### config.mk
export PLATFORM = sky130hd
export DESIGN_NAME = cache_mem_arbiter_flat
export DESIGN_NICKNAME = d
export VERILOG_FILES = /design/src/rtl/cache_mem_arbiter_if.sv /design/src/rtl/cache_mem_arbiter.sv /design/src/flat_wrapper.sv
export SDC_FILE = /design/constraint.sdc
export NUM_CORES = 1
export LEC_CHECK = 0
export BUFFER_PORTS_ARGS = -buffer_cell sky130_fd_sc_hd__buf_2
export CORE_AREA = 4 4 198 200
export CTS_CLUSTER_DIAMETER = 120
export CTS_CLUSTER_SIZE = 40
export DETAILED_ROUTE_END_ITERATION = 6
export DIE_AREA = 0 0 202 204
export REMOVE_ABC_BUFFERS = 1
export SLEW_MARGIN = 40
export SYNTH_ARGS = -nofsm -noshare
export SYNTH_HDL_FRONTEND = slang
export SYNTH_SLANG_ARGS = --single-unit
### constraint.sdc
create_clock -name clock -period 1.8 [get_ports clock]
set_clock_uncertainty 0.1 [all_clocks]
set_input_delay 0.09 -clock clock [delete_from_list [all_inputs] [get_ports clock]]
set_output_delay 0.09 -clock clock [all_outputs]
set_load 0.02 [all_outputs]
### src/rtl/cache_mem_arbiter_if.sv
// cache_mem_arbiter_if: level-held rd_en/wr_en request bus with single-cycle ack
interface cache_mem_arbiter_if #(parameter int ADDR_SIZE = 32, parameter int DATA_SIZE = 64);
  localparam int BYTE_NUM = DATA_SIZE / 8;
  logic                 rd_en;
  logic                 wr_en;
  logic [BYTE_NUM-1:0]  sel;
  logic [ADDR_SIZE-1:0] addr;
  logic [DATA_SIZE-1:0] wr_data;
  logic [DATA_SIZE-1:0] rd_data;
  logic                 ack;
  modport master (output rd_en, wr_en, sel, addr, wr_data, input rd_data, ack);
  modport slave  (input rd_en, wr_en, sel, addr, wr_data, output rd_data, ack);
endinterface

### src/rtl/cache_mem_arbiter.sv
// cache_mem_arbiter: shares one memory bus between icache (port 0) and dcache (port 1); define ROUND_ROBIN_EN for round-robin ties, else port 0 wins
module cache_mem_arbiter #(
  parameter int ADDR_SIZE = 32,
  parameter int DATA_SIZE = 64
) (
  input  logic                  clock,
  input  logic                  reset,
  cache_mem_arbiter_if.slave    req0,
  cache_mem_arbiter_if.slave    req1,
  cache_mem_arbiter_if.master   mem,
  output logic [1:0]            grant
);
  localparam int BYTE_NUM = DATA_SIZE / 8;
  localparam logic [1:0] IDLE = 2'd0, GRANT0 = 2'd1, GRANT1 = 2'd2;
  logic [1:0] state, next_state;
  logic last_owner, r0, r1, pick1, g0, g1, rd_en, wr_en;
  logic [BYTE_NUM-1:0] sel;
  logic [ADDR_SIZE-1:0] addr;
  logic [DATA_SIZE-1:0] wr_data;
  assign r0 = req0.rd_en | req0.wr_en;
  assign r1 = req1.rd_en | req1.wr_en;
`ifdef ROUND_ROBIN_EN
  assign pick1 = r1 & (~r0 | ~last_owner);
`else
  assign pick1 = r1 & ~r0;
`endif
  assign g0 = state == GRANT0;
  assign g1 = state == GRANT1;
  assign grant = {g1, g0};
  // next owner: arbitrate from idle, release on ack or abandon
  always_comb begin
    next_state = state == IDLE   ? ((r0 | r1) ? (pick1 ? GRANT1 : GRANT0) : IDLE) :
                 state == GRANT0 ? ((mem.ack | ~r0) ? IDLE : GRANT0) :
                 state == GRANT1 ? ((mem.ack | ~r1) ? IDLE : GRANT1) : IDLE;
  end
  // state and last_owner, which changes only when a grant is taken
  always_ff @(posedge clock or posedge reset) begin
    if (reset) begin
      state      <= IDLE;
      last_owner <= 1'b1;
    end else begin
      state      <= next_state;
      last_owner <= (state == IDLE && (r0 | r1)) ? pick1 : last_owner;
    end
  end
  // forward the owner's request; a write wins when both enables are set
  always_comb begin
    wr_en   = (g0 & req0.wr_en) | (g1 & req1.wr_en);
    rd_en   = (g0 & req0.rd_en & ~req0.wr_en) | (g1 & req1.rd_en & ~req1.wr_en);
    sel     = g0 ? req0.sel : g1 ? req1.sel : '0;
    addr    = g0 ? req0.addr : g1 ? req1.addr : '0;
    wr_data = g0 ? req0.wr_data : g1 ? req1.wr_data : '0;
  end
  assign mem.rd_en   = rd_en;
  assign mem.wr_en   = wr_en;
  assign mem.sel     = sel;
  assign mem.addr    = addr;
  assign mem.wr_data = wr_data;
  assign req0.ack     = g0 & mem.ack;
  assign req1.ack     = g1 & mem.ack;
  assign req0.rd_data = g0 ? mem.rd_data : '0;
  assign req1.rd_data = g1 ? mem.rd_data : '0;
endmodule

### src/flat_wrapper.sv
// flat-port wrapper written by rule: the top's interface ports become plain ports
module cache_mem_arbiter_flat 
#(
  parameter int ADDR_SIZE = 32,
  parameter int DATA_SIZE = 64
)
  (clock, reset, grant, req0_rd_en, req0_wr_en, req0_sel, req0_addr, req0_wr_data, req0_rd_data, req0_ack, req1_rd_en, req1_wr_en, req1_sel, req1_addr, req1_wr_data, req1_rd_data, req1_ack, mem_rd_en, mem_wr_en, mem_sel, mem_addr, mem_wr_data, mem_rd_data, mem_ack);
  cache_mem_arbiter_if #(.ADDR_SIZE(ADDR_SIZE), .DATA_SIZE(DATA_SIZE)) req0_i ();
  cache_mem_arbiter_if #(.ADDR_SIZE(ADDR_SIZE), .DATA_SIZE(DATA_SIZE)) req1_i ();
  cache_mem_arbiter_if #(.ADDR_SIZE(ADDR_SIZE), .DATA_SIZE(DATA_SIZE)) mem_i ();
  input  logic clock;
  input  logic reset;
  output logic [1:0] grant;
  input wire logic [$bits(req0_i.rd_en)-1:0] req0_rd_en;
  input wire logic [$bits(req0_i.wr_en)-1:0] req0_wr_en;
  input wire logic [$bits(req0_i.sel)-1:0] req0_sel;
  input wire logic [$bits(req0_i.addr)-1:0] req0_addr;
  input wire logic [$bits(req0_i.wr_data)-1:0] req0_wr_data;
  output wire logic [$bits(req0_i.rd_data)-1:0] req0_rd_data;
  output wire logic [$bits(req0_i.ack)-1:0] req0_ack;
  input wire logic [$bits(req1_i.rd_en)-1:0] req1_rd_en;
  input wire logic [$bits(req1_i.wr_en)-1:0] req1_wr_en;
  input wire logic [$bits(req1_i.sel)-1:0] req1_sel;
  input wire logic [$bits(req1_i.addr)-1:0] req1_addr;
  input wire logic [$bits(req1_i.wr_data)-1:0] req1_wr_data;
  output wire logic [$bits(req1_i.rd_data)-1:0] req1_rd_data;
  output wire logic [$bits(req1_i.ack)-1:0] req1_ack;
  output wire logic [$bits(mem_i.rd_en)-1:0] mem_rd_en;
  output wire logic [$bits(mem_i.wr_en)-1:0] mem_wr_en;
  output wire logic [$bits(mem_i.sel)-1:0] mem_sel;
  output wire logic [$bits(mem_i.addr)-1:0] mem_addr;
  output wire logic [$bits(mem_i.wr_data)-1:0] mem_wr_data;
  input wire logic [$bits(mem_i.rd_data)-1:0] mem_rd_data;
  input wire logic [$bits(mem_i.ack)-1:0] mem_ack;
  assign req0_i.rd_en = req0_rd_en;
  assign req0_i.wr_en = req0_wr_en;
  assign req0_i.sel = req0_sel;
  assign req0_i.addr = req0_addr;
  assign req0_i.wr_data = req0_wr_data;
  assign req0_rd_data = req0_i.rd_data;
  assign req0_ack = req0_i.ack;
  assign req1_i.rd_en = req1_rd_en;
  assign req1_i.wr_en = req1_wr_en;
  assign req1_i.sel = req1_sel;
  assign req1_i.addr = req1_addr;
  assign req1_i.wr_data = req1_wr_data;
  assign req1_rd_data = req1_i.rd_data;
  assign req1_ack = req1_i.ack;
  assign mem_rd_en = mem_i.rd_en;
  assign mem_wr_en = mem_i.wr_en;
  assign mem_sel = mem_i.sel;
  assign mem_addr = mem_i.addr;
  assign mem_wr_data = mem_i.wr_data;
  assign mem_i.rd_data = mem_rd_data;
  assign mem_i.ack = mem_ack;
  cache_mem_arbiter #(.ADDR_SIZE(ADDR_SIZE), .DATA_SIZE(DATA_SIZE)) u_core (.clock(clock), .reset(reset), .req0(req0_i), .req1(req1_i), .mem(mem_i), .grant(grant));
endmodule
# Yosys cells after proc, flatten, opt, wreduce, memory -nomap -nowiden
# Cells that the tools add are included.
# Widths: inputs -> output; s select.
dict set report word_totals {
  register_bits 2
  inputBits 279
  out_inout_bits 238
  elab_cells 39
}
dict set report classes {
  eq_ne 2
  mux 15
  bitwise_logic 20
  n_reduce_logical 1
}
# op count
set op_table {}
lappend op_table {{$mux 64} 4}
lappend op_table {{$mux 32} 2}
lappend op_table {{$mux 8} 2}
lappend op_table {{$mux 2} 6}
lappend op_table {{$and 1x1->1} 9}
lappend op_table {{$or 1x1->1} 7}
lappend op_table {{$not 1->1} 4}
lappend op_table {{$eq 2x1->1 const B} 1}
lappend op_table {{$eq 2x2->1 const B} 1}
lappend op_table {{$logic_not 2->1} 1}
lappend op_table {{$mux 1} 1}

# Longest topological paths before layout
# Gate-level depths: netlist (run 1).
dict set report depth {
  word_depth 7
  depth_mapped 5
  mapped_depth_nobuf 2
}

# Worst setup path after synthesis (run 1)
# Ideal clock, no wire load.
dict set report synth_timing {
  path_kind {flip-flop to output port}
  start {reg u_core.state[1]}
  end {out mem_wr_data[30]}
  arrival_time_ns 1.240
  required_ns 1.610
  path_slack_ns 0.370
  path_stages_with_launch 6
  path_buffers 3
  path_cell_list {dfrtp_1 > nor2b_1 > buf_2 > buf_6 > buf_4 > a22o_1}
}
dict set report synth_between {
  elab_chain_cells 3
  elab_cells_between_ends 4
  cone_classes {eq/ne: 2; mux: 2}
}
# item line_no
set synth_lines {}
lappend synth_lines {{start, declared} cache_mem_arbiter.sv:15} ;# logic [1:0] state, next_state;
lappend synth_lines {{start signal, assigned} cache_mem_arbiter.sv:42} ;# state <= next_state;
lappend synth_lines {{$eq 2x2->1} cache_mem_arbiter.sv:28} ;# assign g1 = state == GRANT1;
lappend synth_lines {{$mux 64} cache_mem_arbiter.sv:52} ;# wr_data = g0 ? req0.wr_data : g1 ? req1.wr_data : '0;
lappend synth_lines {{$mux 64 (*)} cache_mem_arbiter.sv:52}
lappend synth_lines {{end, declared} flat_wrapper.sv:32} ;# output wire logic [$bits(mem_i.wr_data)-1:0] mem_wr_data;
# Every way passes the cells marked *; elsewhere a longest branch is shown, timed or not.

# Final worst setup path (run 1)
dict set report layout_timing {
  start {reg u_core.state[1]}
  end {out mem_wr_data[61]}
}
# Same word-level chain as after synthesis.

==> impl_metrics.py, run 1 <==
metrics = {
    "synth": {
        "synth_cell_types": 14,
        "netlist_area_um2": 2087,
        "ys_ff_latch": 2,
        "synth_cells": 288,
        "ys_seq_area_share_pct": 2.398,
        "synth_top_family_by_area": "compound AO/OA/AOI/OAI gates",
        "synth_mux_area_share_pct": 0,
        "synthAdderAreaFrac_pct": 0,
        "syn_avg_cell_area_um2": 7.247,
        "yosys_warnings": 0,
        "synth-xor-area-share_pct": 0,
        "synth_compound_area_share_pct": 45.80,
        "synth-simple-area-share_pct": 40.05,
    },
    "setup_path": {
        "crit_chain": "nor2b_4 > buf_12 > buf_16 > a22o_1 > buf_6",
        "critPathLaunchType": "register",
        "critPathArrivalTime_ns": 1.61,
        "crit_path_max_fanout": 42,
        "required_ns": 1.61,
        "path_delay_family": "buffers and inverters",
        "critPathBufInv": 3,
        "worstSetupPathType": "register to output pin",
        "cp-end-kind": "output pin",
        "crit_slowest_cell": "dfrtp_2",
        "cp_slowest_stage_delay_ns": 0.39,
    },
    "sta": {
        "hold_viol_final": 0,
        "fmax_mhz": 556.8,
        "min_period_over_period_pct": 99.77,
        "setup_viol": 0,
        "whs_ns": 0.1062,
        "period_needed_ns": 1.796,
        "tightest_slew_ns": 0.2387,
        "rsz0062_at_grt": "true",
        "slew_violations": 0,
        "max_slew_margin_pct": 84.09,
    },
    "cts": {
        "clockBufferDepth": 2,
        "cts_root_buf": "clkbuf_16",
        "htreeDepth": 1,
        "cts_tree": "done",
        "clock_sinks": 2,
        "numCtsBuffers": 3,
        "clk_latency_ns": 0.22,
        "clk_pin_slew_ns": 0.03,
    },
    "final_layout": {
        "layout.nets": 1076,
        "regMostFlops": "u_core.state",
        "design_area_um2": 5804,
        "finish.utilization_pct": 15.52,
        "reg.largest.list": "u_core.state: 2 flops",
        "layout-drive-gt1-share_pct": 69.43,
        "largest_reg_flops": 2,
        "area_delta_synth_final_pct": 178.1,
        "fill_cells": 4277,
    },
    "drt": {
        "drc": 0,
        "route.met3.wl_um": 1824,
        "wl_um": 19420,
        "routed.top_layer": "met5",
        "met1Wirelength_um": 7183,
        "wl_per_cell_um": 14.85,
        "vias": 4449,
        "via_per_inst": 3.401,
        "dr.first_iter.drc_count": 254,
        "ant_nets": 0,
        "dr.pass1.iters": 4,
        "met2_length_um": 10220,
    },
    "floorplan": {
        "io_pins": 517,
        "coreArea_um2": 37400,
        "row_count": 71,
        "dieArea_um2": 41210,
        "die_w_um": 202,
        "start_util_pct": 5.580,
        "die_y_um": 204,
    },
    "place": {
        "place_area_um2": 5205,
        "place.gp.congestion": 0.8052,
        "portBuffers": 516,
        "place_hpwl_um": 14390,
    },
    "global_route": {
        "antenna_found_initial": 6,
        "grt_pass1_vias": 4087,
        "overflow": 0,
        "grt_max_degree": 86,
        "track_usage_pct": 7.422,
        "grt_pass1_wl_um": 24420,
    },
    "pwr": {
        "max-vdd-ir-drop_uv": 576.8,
        "power_density_nw_per_um2": 557.2,
        "fin_total_pwr_w": 0.003234,
        "leakagePower_nw": 3.498,
    },
    "worst_hold_path": {
        "min_path_type": "primary input to register",
    },
    "run": {
        "cap_viol_max_count": 0,
    },
    "run_status": {
        "status": "finished, final reports clean",
    },
}
==> Yosys cell counts <==
| library cell | instances | area (µm²) |
|---|---|---|
| and2_1 | 130 | 813.3 |
| a22o_1 | 105 | 919.6 |
| buf_2 | 19 | 95.09 |
| buf_4 | 14 | 105.1 |
| clkbuf_1 | 6 | 22.52 |
| inv_1 | 3 | 11.26 |
| nor2b_1 | 3 | 18.77 |
| dfrtp_1 | 2 | 50.05 |
| a211oi_1 | 1 | 7.510 |
| a2bb2oi_1 | 1 | 8.760 |
| a32o_1 | 1 | 10.01 |
| buf_6 | 1 | 11.26 |
| nor2_1 | 1 | 3.750 |
| o211a_1 | 1 | 10.01 |
==> power breakdown <==
part	internal (W)	total (W)	switching, W	leakage [nW]
combinational	0.00126	0.00284	0.00158	3.44
clock	0.000283	0.000338	0.0000551	0.0370
sequential	0.0000511	0.0000583	0.00000715	0.0236
total	0.00159	0.00323	0.00164	3.50
==> stage by stage <==
step	setup slack, ns	setup TNS [ns]	instances
floorplan	-4.613	-1079.16	248
global placement	0.1054	0	1282
detailed placement	0.08853	0	1282
CTS	-0.0006066	-0.0006066	1298
global route	-0.04535	-0.4398	1307
finish	0.004057	0	1308
==> metal layers <==
layer / up-vias / track usage, %
met3: 20 / 1.698
met5: - / 0
met4: 4 / 1.025
met1: 2038 / 8.530
met2: 323 / 14.28
li1: 2064 / -
==> worst paths after layout <==
path | endpoint | start | slack (ns) | cells past startpoint
setup / recovery | mem_wr_data[61] | u_core.state[1] | 0.004 | 5
hold / removal | u_core.state[0] | req0_rd_en | 0.11 | 3
setup reg to reg | u_core.state[1] | u_core.state[1] | 0.78 | 3
hold reg to reg | u_core.state[0] | u_core.state[1] | 0.50 | 2
max in group asynchronous | u_core.state[1] | reset | 1.32 | 3
min in group asynchronous | u_core.state[0] | reset | 0.15 | 3
==> logic make-up (layout without fill, tap and decap cells) <==
logic type	after synthesis	after routing
and+or+nand+nor	134	134
AOI/OAI and AO/OA	109	109
buffers and inverters	43	550
DFF	2	2
other	0	2
==> worst min-delay path: stages <==
cell,delay [ns]
buf_2,0.10
nor2_1,0.12
a211oi_1,0.07
==> what timing repair did <==
item,CTS,global route
hold endpoints to repair,3,0
resized for setup,14,41
gates cloned,4,5
hold buffers,2,0
setup buffers,7,3
setup endpoints to repair,157,82
pin swaps,1,9
==> final cells by class <==
class	instances	area [µm²]	share of cell area, %
multi-input cells	243	1842	31.73
well taps	511	639.4	11.02
diodes	2	5.005	0.08623
repair buffers	544	3181	54.80
clock buffers	3	75.07	1.293
inverters	3	11.26	0.1940
flip-flops and latches	2	51.30	0.8838
==> cell usage in the layout (no fill, tap or decap) <==
cell type and instances:
a211oi_1 1, a22o_1 101, a22o_4 4, a2bb2oi_1 1, a32o_1 1, and2_1 130
buf_12 3, buf_16 6, buf_2 485, buf_4 30, buf_6 10, buf_8 2
bufbuf_16 1, clkbuf_16 7, clkbuf_4 1, dfrtp_1 1, dfrtp_2 1, diode_2 2
dlygate4sd3_1 2, inv_1 3, nor2_1 1, nor2b_1 1, nor2b_4 2, o211a_1 1
Note: power is estimated with default switching activity, not from simulation.
==> inputs of run 2 (changes only) <==
ABC_AREA = 1   (was default)
CORE_AREA = 4 4 196 198   (was 4 4 198 200)
DIE_AREA = 0 0 200 202   (was 0 0 202 204)
==> run 2 against run 1 <==
Core utilization is 0.071 points higher. Flip-flop and latch count is the same. Count of clock-buffer cells in the layout unchanged. Via count increased by 14%. Cell count increased by 19%. Power shrank 16%. Sequential power increased by 3.9%. Sequential share of layout area is essentially flat. Synthesized cell count is 98% higher. Final area down 1.9%. Critical path type unchanged. Critical endpoint is now mem_wr_data[17]. Largest cell class unchanged. Highest routed layer unchanged.
==> impl_metrics.py, run 2 <==
metrics = {
    "run_status": {
        "status": "finished, final reports clean",
    },
    "synth": {
        "ys_seq_area_share_pct": 2.227,
        "synth_cell_types": 14,
        "yosysMostFrequentCell": "nand2_1",
        "netlist_top_cells_count": "nand2_1, nor2_1, inv_1, buf_2, clkbuf_1",
        "ys_ff_latch": 2,
        "synthDominantCellAreaShare_pct": 53.29,
        "netlist_area_um2": 2247,
        "yosys_warnings": 0,
        "synth-async-reset-ratio_pct": 100.0,
        "synth_edf_count": 0,
        "synth_area_leader_cell": "nand2_1",
        "syn_avg_cell_area_um2": 3.935,
        "synth_top_flop_cell": "dfrtp_1",
        "synth_cells": 571,
        "synth.area.top_cells": "nand2_1, nor2_1, inv_1, buf_2, dfrtp_1",
    },
    "global_route": {
        "grt_max_degree": 57,
        "antenna_found_initial": 2,
        "overflow": 0,
        "grt_pass1_vias": 4438,
        "track_usage_pct": 7.832,
        "grt_pass1_wl_um": 25060,
    },
    "sta": {
        "whs_ns": 0.05245,
        "slew_violations": 0,
        "tightest_slew_ns": 0.3228,
        "fmax_mhz": 575.0,
        "max_slew_margin_pct": 78.48,
        "setup_tns_ns": 0,
        "rsz0062_at_grt": "true",
        "setup_viol": 0,
        "min_period_over_period_pct": 96.62,
        "hold_viol_final": 0,
        "period_needed_ns": 1.739,
    },
    "worst_hold_path": {
        "min_from": "mem_ack",
        "min_path_type": "primary input to register",
        "min_to": "u_core.state[0]",
        "hold_depth": 4,
    },
    "place": {
        "place_hpwl_um": 16210,
        "place.gp.congestion": 0.9266,
        "place_inst": 1541,
        "portBuffers": 516,
    },
    "final_layout": {
        "layout-drive-gt1-share_pct": 51.39,
        "area_delta_synth_final_pct": 153.4,
        "multi_input_area_um2": 1748,
        "fill_cells": 4324,
        "largest_reg_flops": 2,
        "finalNonFillerCells": 1550,
        "final-seq-area_um2": 52.55,
        "diodes": 0,
        "final_cell_mix": "buf_2, nand2_1, nor2_1",
        "reg.largest.list": "u_core.state: 2 flops",
        "regMostFlops": "u_core.state",
        "layout.nets": 1363,
        "mostFrequentLayoutCell": "buf_2",
    },
    "drt": {
        "via_per_inst": 3.270,
        "wl_per_cell_um": 12.46,
        "wl_um": 19310,
        "drc": 0,
        "dr.first_iter.drc_count": 327,
        "vias": 5068,
        "ant_nets": 0,
        "dr.pass1.iters": 5,
    },
    "setup_path": {
        "r2r_slack_ns": 0.52,
        "reg2reg_depth": 5,
        "rr_endpoint": "u_core.state[1]",
        "critPathArrivalTime_ns": 1.55,
        "timing.rr.start": "u_core.state[1]",
        "worstSetupPathType": "register to output pin",
        "crit_path_max_fanout": 24,
        "required_ns": 1.61,
        "critPathLaunchType": "register",
        "cp-end-kind": "output pin",
    },
    "cts": {
        "htreeDepth": 1,
        "clk_latency_ns": 0.22,
        "cts_tree": "done",
        "clockBufferDepth": 2,
        "clock_sinks": 2,
        "cts_root_buf": "clkbuf_16",
        "clk_pin_slew_ns": 0.03,
        "numCtsBuffers": 3,
    },
    "pwr": {
        "swShare_pct": 56.57,
        "p_seq_share_pct": 2.2,
        "clkPwrFrac_pct": 12.4,
        "leakagePower_nw": 4.101,
        "power_density_nw_per_um2": 477.2,
        "max-vdd-ir-drop_uv": 224.6,
        "pwr-share-comb_pct": 85.4,
        "power_switching_w": 0.001537,
        "power.internal_w": 0.001180,
    },
    "floorplan": {
        "io_pins": 517,
        "die_w_um": 200,
        "dieArea_um2": 40400,
        "row_count": 70,
        "coreArea_um2": 36520,
        "start_util_pct": 6.153,
        "die_y_um": 202,
    },
    "run": {
        "cap_viol_max_count": 0,
    },
}
run 2: cell count changes in the layout (fill, tap and decap cells not counted), moves of 9 or more:
cell	previous run	this run
inv_1	3	69
a22o_1	101	0
and2_1	130	0
buf_2	485	513
nand2_1	0	318
buf_4	30	21
nor2_1	1	133
run 2: logic make-up (layout without fill, tap and decap cells):
| group | after synthesis | count (layout) | share of synthesized area [%] |
|---|---|---|---|
| AOI/OAI and AO/OA | 1 | 1 | 0.2225 |
| buffers and inverters | 110 | 621 | 20.32 |
| DFF | 2 | 2 | 2.227 |
| and+or+nand+nor | 458 | 458 | 77.23 |
run 2: final cells by class:
class | count | share of cell area (%)
sequential | 2 | 0.9229
inverter | 72 | 4.790
timing repair buffer | 546 | 51.99
tap | 468 | 10.28
clock buffer | 3 | 1.318
multi-input combinational | 459 | 30.70
run 2: worst max path at each step:
stage	start	to	depth (start not counted)
2_1_floorplan	u_core.state[0]	mem_rd_en	4
3_3_place_gp	u_core.state[1]	req1_rd_data[19]	6
3_5_place_dp	u_core.state[1]	req1_rd_data[9]	6
4_1_cts	u_core.state[1]	mem_wr_data[31]	7
5_1_grt	u_core.state[1]	mem_wr_data[31]	7
6_report	u_core.state[1]	mem_wr_data[17]	7
run 2: metrics by stage:
step	total power (W)	setup WS (ns)	area (µm²)	util (%)
after floorplan	0.001242	-1.344	2061	-
after global placement	0.002303	0.1642	5492	15.04
after detailed placement	0.002292	0.1369	5492	15.04
after CTS	0.002646	0.01794	5582	15.28
after global routing	0.002928	-0.01179	5694	15.59
final	0.002718	0.06087	5694	15.59
run 2: power groups by stage:
stage	clock [W]	combinational (W)	sequential, W
detailed placement	0	0.00223	0.0000602
global route	0.000346	0.00252	0.0000620
global placement	0	0.00224	0.0000596
finish	0.000336	0.00232	0.0000606
floorplan	0	0.00118	0.0000575
CTS	0.000342	0.00224	0.0000607
run 2: timing repair:
item / in CTS / in global routing
endpoints found under the setup margin: 57 / 64
setup buffers: 0 / 2
pin swaps: 0 / 1
hold buffers: 1 / 0
cloned: 0 / 3
endpoints found under the hold margin: 2 / 0
resized for setup: 3 / 6
run 2: layer usage:
layer  up-vias  wire (µm)  track usage, %
li1       2636          -               -
met1      2155       8143           10.37
met2       269       9433           13.56
met3         6       1712           1.867
met4         2         14          0.3882
met5         -          9               0
run 2: critical path, stage by stage (launching register included):
cell and delay, ns:
dfrtp_2 0.41, inv_2 0.08, nor2_4 0.16, buf_12 0.16, clkbuf_16 0.20, nand2_1 0.07, nand2_1 0.07, buf_2 0.16
==> inputs of run 3 (changes only) <==
REMOVE_ABC_BUFFERS = default   (was 1)
==> run 3 against run 2 <==
Global-route usage rose by 1.3 points. Combinational power rose by 20%. First-iteration DRC count fell by 54%. Critical endpoint is now mem_addr[30]. Largest power group unchanged. Highest routed layer is now met4.
==> impl_metrics.py, run 3 (synthesis results as in run 2) <==
metrics = {
    "drt": {
        "dr.first_iter.drc_count": 150,
        "vias": 5344,
        "drc": 0,
        "via_per_inst": 3.406,
        "wl_um": 23810,
        "wl_per_cell_um": 15.17,
        "met2_length_um": 12020,
        "ant_nets": 0,
        "met1Wirelength_um": 9185,
        "dr.pass1.iters": 4,
        "route.met3.wl_um": 1840,
        "routed.top_layer": "met4",
    },
    "global_route": {
        "antenna_found_initial": 2,
        "overflow": 0,
        "grt_max_degree": 51,
        "grt_pass1_wl_um": 27830,
        "track_usage_pct": 9.109,
        "grt_pass1_vias": 4974,
    },
    "final_layout": {
        "fill_cells": 4234,
        "regMostFlops": "u_core.state",
        "reg.largest.list": "u_core.state: 2 flops",
        "final_cell_mix": "buf_2, nand2_1, nor2_1",
        "finalNonFillerCells": 1569,
        "layout.nets": 1381,
        "largest_reg_flops": 2,
        "mostFrequentLayoutCell": "buf_2",
        "layout-drive-gt1-share_pct": 53.82,
        "area_delta_synth_final_pct": 185.1,
    },
    "sta": {
        "setup_viol": 0,
        "min_period_over_period_pct": 99.73,
        "fmax_mhz": 557.1,
        "period_needed_ns": 1.795,
        "tightest_slew_ns": 0.2693,
        "postLayoutSetupSlackWorst_ns": 0.004875,
        "rsz0062_at_grt": "true",
        "slew_violations": 0,
        "hold_viol_final": 0,
        "max_slew_margin_pct": 81.98,
        "setup_tns_ns": 0,
    },
    "cts": {
        "numCtsBuffers": 3,
        "cts_root_buf": "clkbuf_16",
        "htreeDepth": 1,
        "clockBufferDepth": 2,
        "clk_pin_slew_ns": 0.03,
        "clk_latency_ns": 0.23,
        "cts_tree": "done",
        "clock_sinks": 2,
    },
    "place": {
        "portBuffers": 516,
        "place.gp.congestion": 0.8591,
        "place_inst": 1541,
        "dp_slack_ns": 0.1897,
        "place_hpwl_um": 18410,
    },
    "setup_path": {
        "worstSetupPathType": "register to output pin",
        "crit_path_max_fanout": 10,
        "cp-end-kind": "output pin",
        "crit_slowest_cell": "dfrtp_2",
        "required_ns": 1.61,
        "critPathArrivalTime_ns": 1.61,
        "cp_slowest_stage_delay_ns": 0.43,
        "r2r_slack_ns": 0.47,
        "crit_chain": "nor2_4 > buf_6 > buf_12 > buf_12 > buf_16 > nand2_1 > nand2_1 > buf_6",
        "critPathLaunchType": "register",
    },
    "floorplan": {
        "die_w_um": 200,
        "row_count": 70,
        "die_y_um": 202,
        "io_pins": 517,
        "coreArea_um2": 36520,
        "start_util_pct": 6.153,
        "dieArea_um2": 40400,
    },
    "pwr": {
        "swShare_pct": 52.97,
        "p_seq_share_pct": 1.8,
        "power_switching_w": 0.001691,
        "clkPwrFrac_pct": 10.8,
        "max-vdd-ir-drop_uv": 190.3,
        "power.internal_w": 0.001502,
        "leakagePower_nw": 4.328,
        "power_density_nw_per_um2": 498.5,
        "pwr-share-comb_pct": 87.4,
    },
    "run_status": {
        "status": "finished, final reports clean",
    },
    "synth": {
        "syn_nets": 850,
    },
    "run": {
        "cap_viol_max_count": 0,
    },
    "worst_hold_path": {
        "min_path_type": "primary input to register",
    },
}
## run 3: cell count changes in the layout (fill, tap and decap cells not counted)
cell       previous run  this run
buf_6                 2        46
diode_2               0         1
dfrtp_1               0         1
nand2_1             318       301
buf_2               513       437
buf_12                5        13
nand2_2               1        18
buf_8                 0         4
dfrtp_2               2         1
clkbuf_16             6         7
nor2_1              133       131
buf_4                21        57
nor2_2                0         2
bufbuf_16             0         1
## run 3: worst paths after layout
path	cells after the start	endpoint	startpoint
max	8	mem_addr[30]	u_core.state[0]
max in group asynchronous	3	u_core.state[0]	reset
min	4	u_core.state[0]	mem_ack
max reg2reg	5	u_core.state[1]	u_core.state[0]
min reg2reg	3	u_core.state[0]	u_core.state[1]
min in group asynchronous	3	u_core.state[0]	reset
## run 3: area by class of cell
cell class                 instances  area (µm²)  share of cell area (%)
tap                              468       585.6                   9.141
sequential                         2       51.30                  0.8008
inverter                          72       272.8                   4.258
antenna                            1       2.502                 0.03906
clock buffer                       3       75.07                   1.172
timing repair buffer             564        3623                   56.56
multi-input combinational        459        1795                   28.03
## run 3: routing by layer
layer | track usage, % | vias up
met5 | 0 | -
met3 | 1.434 | 27
li1 | - | 2676
met4 | 2.741 | 0
met2 | 17.85 | 353
met1 | 9.809 | 2288
## run 3: timing repair
item / in CTS / in global routing
hold buffers: 1 / 0
gates resized for setup: 14 / 147
setup buffers: 9 / 6
gates cloned: 2 / 7
pin swaps: 1 / 13
setup endpoints to repair: 68 / 74
endpoints found under the hold margin: 2 / 0
## run 3: critical path, delay by kind of cell, from the launching register on
family / cells / cell delay (ns)
DFF: 1 / 0.43
buffers and inverters: 5 / 0.65
and+or+nand+nor: 3 / 0.27
## run 3: power groups by stage
stage / logic (W) / clock network [W] / registers [W]
floorplan: 0.00122 / 0 / 0.0000575
global placement: 0.00226 / 0 / 0.0000588
detailed placement: 0.00225 / 0 / 0.0000590
CTS: 0.00232 / 0.000351 / 0.0000562
global route: 0.00300 / 0.000351 / 0.0000572
finish: 0.00279 / 0.000344 / 0.0000564
## run 3: stage by stage
stage / hold slack, ns / power [W] / area [µm²] / util (%)
2_1_floorplan: -0.2688 / 0.001282 / 2247 / -
3_3_place_gp: -0.1222 / 0.002315 / 5504 / 15.07
3_5_place_dp: -0.1219 / 0.002307 / 5504 / 15.07
4_1_cts: 0.05478 / 0.002729 / 5758 / 15.77
5_1_grt: 0.08838 / 0.003410 / 6406 / 17.54
6_report: 0.06096 / 0.003193 / 6406 / 17.54
